`config.mk`:
```
export PLATFORM = sky130hd
export DESIGN_NAME = seg7_scan_driver
export DESIGN_NICKNAME = d
export VERILOG_FILES = /design/src/rtl/seg7_pkg.sv /design/src/rtl/seg7_glyph_decode.sv /design/src/rtl/seg7_scan_driver.sv
export SDC_FILE = /design/constraint.sdc
export NUM_CORES = 1
export LEC_CHECK = 0
export CORE_AREA = 3 3 126 128
export CTS_CLUSTER_DIAMETER = 200
export DETAILED_ROUTE_END_ITERATION = 7
export DIE_AREA = 0 0 129 131
export HOLD_SLACK_MARGIN = 0.05
export PLACE_DENSITY = 0.46
export SYNTH_ARGS = -nofsm -noshare
export SYNTH_HDL_FRONTEND = slang
export SYNTH_SLANG_ARGS = --single-unit
```
`constraint.sdc`:
```
create_clock -name clk_i -period 4.07 [get_ports clk_i]
set_clock_uncertainty 0.15 [all_clocks]
set_input_delay 0.407 -clock clk_i [delete_from_list [all_inputs] [get_ports clk_i]]
set_output_delay 0.407 -clock clk_i [all_outputs]
set_load 0.02 [all_outputs]
```
`src/rtl/seg7_pkg.sv`:
```
`default_nettype none
// ============================================================================
//  Module      : seg7_pkg
//  Description : Shared constants for the 7-segment display blocks: glyph
//                codes, segment bit positions and buffer-entry field offsets.
//  Revision    : 1.0 - initial release
// ============================================================================
package seg7_pkg;

  // Buffer entry layout: [4:0] glyph code, [5] dot, [6] blink attribute
  localparam int CODE_W    = 5;
  localparam int ENTRY_W   = 7;
  localparam int DOT_BIT   = 5;
  localparam int BLINK_BIT = 6;

  // Non-hex glyph codes
  localparam logic [CODE_W-1:0] GLYPH_BLANK = 5'h10;
  localparam logic [CODE_W-1:0] GLYPH_H     = 5'h11;
  localparam logic [CODE_W-1:0] GLYPH_L     = 5'h12;
  localparam logic [CODE_W-1:0] GLYPH_DASH  = 5'h13;
  localparam logic [CODE_W-1:0] GLYPH_O     = 5'h14;

  // Segment bit positions on the 8-bit segment bus (active-high)
  localparam int SEG_UPPER       = 7;
  localparam int SEG_RIGHT_UPPER = 6;
  localparam int SEG_RIGHT_LOWER = 5;
  localparam int SEG_LOWER       = 4;
  localparam int SEG_LEFT_LOWER  = 3;
  localparam int SEG_LEFT_UPPER  = 2;
  localparam int SEG_CENTER      = 1;
  localparam int SEG_DOT         = 0;

  // Entry value loaded on reset: blank glyph, dot lit, no blink
  localparam logic [ENTRY_W-1:0] ENTRY_RESET = {1'b0, 1'b1, GLYPH_BLANK};

endpackage
`default_nettype wire

```
`src/rtl/seg7_glyph_decode.sv`:
```
`default_nettype none
// ============================================================================
//  Module      : seg7_glyph_decode
//  Description : Combinational glyph-code to segment-pattern decoder with a
//                dot overlay. Reusable by any 7-segment display block.
//  Revision    : 1.0 - initial release
// ============================================================================
module seg7_glyph_decode
  import seg7_pkg::*;
(
  input  logic [CODE_W-1:0] code_i,
  input  logic              dot_i,
  output logic [7:0]        seg_o
);

  // Look up the glyph shape, then OR the dot segment in
  always_comb begin
    seg_o = 8'h00;
    case (code_i)
      5'h00:      seg_o = 8'hFC;
      5'h01:      seg_o = 8'h60;
      5'h02:      seg_o = 8'hDA;
      5'h03:      seg_o = 8'hF2;
      5'h04:      seg_o = 8'h66;
      5'h05:      seg_o = 8'hB6;
      5'h06:      seg_o = 8'hBE;
      5'h07:      seg_o = 8'hE0;
      5'h08:      seg_o = 8'hFE;
      5'h09:      seg_o = 8'hF6;
      5'h0A:      seg_o = 8'hEE;
      5'h0B:      seg_o = 8'h3E;
      5'h0C:      seg_o = 8'h9C;
      5'h0D:      seg_o = 8'h7A;
      5'h0E:      seg_o = 8'h9E;
      5'h0F:      seg_o = 8'h8E;
      GLYPH_H:    seg_o = 8'h6E;
      GLYPH_L:    seg_o = 8'h1C;
      GLYPH_DASH: seg_o = 8'h02;
      GLYPH_O:    seg_o = 8'h3A;
      default:    seg_o = 8'h00;  // blank and unused codes
    endcase
    seg_o[SEG_DOT] = seg_o[SEG_DOT] | dot_i;
  end

endmodule
`default_nettype wire

```
`src/rtl/seg7_scan_driver.sv`:
```
`default_nettype none
// ============================================================================
//  Module      : seg7_scan_driver
//  Description : Multiplexed 7-segment driver: per-digit character buffer,
//                prescaled digit scan with leading blanking per slot and
//                per-digit blinking. Outputs are registered.
//  Revision    : 1.0 - initial release
// ============================================================================
module seg7_scan_driver
  import seg7_pkg::*;
#(
  parameter int NUM_DIGITS   = 8,
  parameter int SCAN_DIV     = 1024,
  parameter int BLANK_CYCLES = 4,
  parameter int BLINK_FRAMES = 64,
  localparam int AW = (NUM_DIGITS > 1) ? $clog2(NUM_DIGITS) : 1
) (
  input  logic                  clk_i,
  input  logic                  rst_i,
  input  logic                  enable_i,
  input  logic                  wr_en_i,
  input  logic [AW-1:0]         wr_addr_i,
  input  logic [ENTRY_W-1:0]    wr_data_i,
  output logic [7:0]            seg_out_o,
  output logic [NUM_DIGITS-1:0] seg_sel_o
);

  localparam int PW = $clog2(SCAN_DIV);
  localparam int FW = (BLINK_FRAMES > 1) ? $clog2(BLINK_FRAMES) : 1;

  localparam logic [PW-1:0] PCNT_MAX = PW'(SCAN_DIV - 1);
  localparam logic [PW-1:0] PCNT_LIT = PW'(BLANK_CYCLES);
  localparam logic [AW-1:0] IDX_MAX  = AW'(NUM_DIGITS - 1);
  localparam logic [FW-1:0] FCNT_MAX = FW'(BLINK_FRAMES - 1);
  localparam logic [AW:0]   DIGITS   = (AW + 1)'(NUM_DIGITS);

  logic [ENTRY_W-1:0]    buf_q [NUM_DIGITS];
  logic [PW-1:0]         pcnt_q,  pcnt_d;
  logic [AW-1:0]         idx_q,   idx_d;
  logic [FW-1:0]         fcnt_q,  fcnt_d;
  logic                  phase_q, phase_d;
  logic [7:0]            seg_out_q, seg_out_d;
  logic [NUM_DIGITS-1:0] seg_sel_q, seg_sel_d;

  logic                  slot_end;
  logic                  frame_end;
  logic                  lit;
  logic [ENTRY_W-1:0]    sel_entry;
  logic [7:0]            glyph_seg;

  assign sel_entry = buf_q[idx_q];

  seg7_glyph_decode u_decode (
    .code_i (sel_entry[CODE_W-1:0]),
    .dot_i  (sel_entry[DOT_BIT]),
    .seg_o  (glyph_seg)
  );

  // Scan timing: prescaler, digit index, frame counter and blink phase
  always_comb begin
    slot_end  = (pcnt_q == PCNT_MAX);
    frame_end = slot_end && (idx_q == IDX_MAX);
    pcnt_d    = slot_end ? '0 : pcnt_q + PW'(1);
    idx_d     = idx_q;
    fcnt_d    = fcnt_q;
    phase_d   = phase_q;
    if (slot_end) begin
      idx_d = (idx_q == IDX_MAX) ? '0 : idx_q + AW'(1);
    end
    if (frame_end) begin
      if (fcnt_q == FCNT_MAX) begin
        fcnt_d  = '0;
        phase_d = ~phase_q;
      end else begin
        fcnt_d = fcnt_q + FW'(1);
      end
    end
  end

  // Next output values from the current counters, buffer entry and phase
  always_comb begin
    lit       = enable_i && (pcnt_q >= PCNT_LIT);
    seg_sel_d = lit ? (NUM_DIGITS'(1) << idx_q) : '0;
    seg_out_d = 8'h00;
    // A blinking digit in its dark phase keeps its select but shows nothing
    if (lit && !(sel_entry[BLINK_BIT] && phase_q)) begin
      seg_out_d = glyph_seg;
    end
  end

  // Character buffer: reset to blank+dot, in-range writes only
  always_ff @(posedge clk_i) begin
    if (rst_i) begin
      for (int i = 0; i < NUM_DIGITS; i++) begin
        buf_q[i] <= ENTRY_RESET;
      end
    end else if (wr_en_i && ({1'b0, wr_addr_i} < DIGITS)) begin
      buf_q[wr_addr_i] <= wr_data_i;
    end
  end

  // Counter and output registers
  always_ff @(posedge clk_i) begin
    if (rst_i) begin
      pcnt_q    <= '0;
      idx_q     <= '0;
      fcnt_q    <= '0;
      phase_q   <= 1'b0;
      seg_out_q <= 8'h00;
      seg_sel_q <= '0;
    end else begin
      pcnt_q    <= pcnt_d;
      idx_q     <= idx_d;
      fcnt_q    <= fcnt_d;
      phase_q   <= phase_d;
      seg_out_q <= seg_out_d;
      seg_sel_q <= seg_sel_d;
    end
  end

  assign seg_out_o = seg_out_q;
  assign seg_sel_o = seg_sel_q;

endmodule
`default_nettype wire

```
==> flow_summary.json <==
{
  "drive_above_1_share_pct": 13.27,
  "fp-row-count": 45,
  "drc": 0,
  "crit_type": "flip-flop to flip-flop",
  "fin_tns_setup_ps": 0,
  "ctsResizeCount": 0,
  "clk_latency_ps": 340,
  "antenna_left": 0,
  "holdBufCountCts": 0,
  "core-area_um2": 14980,
  "ys_seq_area_share_pct": 55.44,
  "cp.required_ps": 4120,
  "grt_pass1_vias": 2707,
  "root_buffer": "clkbuf_16",
  "htreeDepth": 3,
  "post-route-period-util_pct": 73.06,
  "grt_setup_unrepaired": "no",
  "post_cts_buffers": 0,
  "final_util_pct": 35.19,
  "total_power_w": 0.002048,
  "syn_inst": 365,
  "grt_overflow": 0,
  "setup_viol": 0,
  "p_leak_nw": 1.844,
  "clock_sinks": 95,
  "dp_hpwl_um": 6756,
  "fin_nets": 431,
  "max_slew.worst_pin.slew_ps": 832.7,
  "hold_path.class": "flip-flop to flip-flop",
  "cap_violations": 0,
  "syn_nets": 394,
  "hold_depth": 2,
  "gp_congestion": 0.8319,
  "worstSetupStartpointType": "flip-flop",
  "avgSynthCellArea_um2": 12.17,
  "hold_viol": 0,
  "cts_buffer_depth": 2,
  "cp_max_fo": 8,
  "grt_usage_pct": 11.89,
  "start_util_pct": 29.66,
  "via_per_inst": 4.713,
  "ys_types": 46,
  "grt_max_degree": 27,
  "pin_count": 30,
  "first_iter_violations": 148,
  "fin_crit_ps": 2973,
  "ys_warn_count": 0,
  "wl_per_cell_um": 16.12,
  "port_buffers": 29,
  "routed_wl_um": 9590,
  "cts_buffers": 9,
  "yosysTopAreaCell": "edfxtp_1",
  "outcome": "finished clean",
  "synthTopCellsByArea": "edfxtp_1 38%, dfxtp_1 18%, and2_1 6.9%",
  "synth_edf_count": 56,
  "drtPass1Iterations": 4,
  "worst_slew_margin_rel_pct": 42.90,
  "area_delta_synth_final_pct": 18.65,
  "die_area_um2": 16900,
  "die_w_um": 129,
  "cts_tree": "yes",
  "cp-end-kind": "flip-flop",
  "antenna_found_initial": 0,
  "async_reset_ff_share_pct": 0,
  "ys_ff_latch": 95,
  "grt_pass1_wl_um": 15240,
  "dp.cells": 579,
  "maxSlewViolCount": 0,
  "ir_drop_mv": 0.1877,
  "antenna_cells": 0,
  "reg2reg_depth": 8,
  "worstPathArrival_ps": 3020,
  "vias": 2804,
  "fmax_mhz": 336.3,
  "clk_pin_slew_ps": 70,
  "synth_top_area_share_pct": 37.86,
  "power_density_nw_per_um2": 388.6,
  "synth_area_um2": 4442,
  "die_y_um": 131,
  "fin_area_um2": 5270,
  "ys.flop_type": "edfxtp_1",
  "placed_area_um2": 4967,
  "fin_cells": 595
}
sequential cells by signal (all words and copies together), names as in the netlist, named ones only:
| name | count |
|---|---|
| buf_q | 56 |
| fcnt_q | 6 |
| idx_q | 3 |
| pcnt_q | 10 |
| phase_q | 1 |
| seg_out_o | 8 |
| seg_sel_o | 8 |
logic make-up (layout without fill, tap and decap cells):
kind of cell | count (synthesis) | count (layout) | share of synthesized area [%]
xor+xnor | 11 | 11 | 2.169
mux | 28 | 28 | 10.96
buf+inv | 24 | 66 | 2.620
fa+ha+maj | 15 | 15 | 4.225
simple gates | 157 | 157 | 19.61
flops | 95 | 95 | 55.44
compound gates | 35 | 35 | 4.986
critical path, cell delays in order, from the launching register on:
cell	delay, ps
dfxtp_1	610
buf_4	250
mux4_2	500
mux2i_1	420
inv_1	160
ha_1	220
mux2_2	270
a22oi_1	150
a21oi_1	90
path summary, 6_finish.rpt:
check,start,endpoint,slack [ps]
worst max-delay path,flip-flop,seg_out_o[4],1100
worst min-delay path,fcnt_q[1],fcnt_q[1],340
worst max register to register,flip-flop,seg_out_o[4],1100
worst min register to register,fcnt_q[1],fcnt_q[1],340
per-stage QoR:
step	worst slack (ps)	hold WS, ps
2_1_floorplan	1565	299.2
3_5_place_dp	1090	330.9
3_3_place_gp	1153	313.8
6_report	1097	338.1
4_1_cts	1068	339.7
5_1_grt	806.5	369.9
cells in the final DEF, fill, tap and decap left out, drive strengths merged, types with 12 or more instances in the layout:
cell type / synthesis / final
inv: 11 / 12
nor2: 31 / 31
and2: 50 / 50
edfxtp: 56 / 56
mux4: 14 / 14
dfxtp: 39 / 39
ha: 15 / 15
clkbuf: 7 / 12
nand2b: 15 / 15
clkdlybuf4s50: 0 / 29
a21oi: 13 / 13
cells in the mapped netlist (all sizes together), types with 6 or more instances:
| master | number |
|---|---|
| nor3 | 9 |
| clkbuf | 7 |
| xor2 | 6 |
| nor2 | 31 |
| o21ai | 8 |
| ha | 15 |
| a21oi | 13 |
| or2 | 9 |
| nand2 | 9 |
| and2 | 50 |
| buf | 6 |
| inv | 11 |
| nand2b | 15 |
| dfxtp | 39 |
| nand3 | 10 |
| mux4 | 14 |
| edfxtp | 56 |
| mux2i | 11 |
cell type report:
type                            instances  area (um^2)
Fill cell                            1493         9707
Sequential cell                        95         2462
Multi-Input combinational cell        246         1863
Timing Repair Buffer                   39        365.4
Clock buffer                           12        277.8
Tap cell                              188        235.2
Inverter                               11        41.29
Clock inverter                          4        25.02
report_power, final:
part           internal, W  total [W]  switching [W]
combinational    0.0000583   0.000134      0.0000761
sequential         0.00106    0.00107      0.0000145
clock             0.000484   0.000844       0.000359
metal layers:
metal | global-route usage [%] | share of wire, % | up-vias
met3 | 2.602 | 3.4 | 6
met5 | 0 | 0 | -
met2 | 18.51 | 46 | 48
met1 | 16.70 | 49 | 1359
met4 | 3.521 | 0.99 | 0
li1 | - | - | 1391
Power figures use the tool's default switching activity.
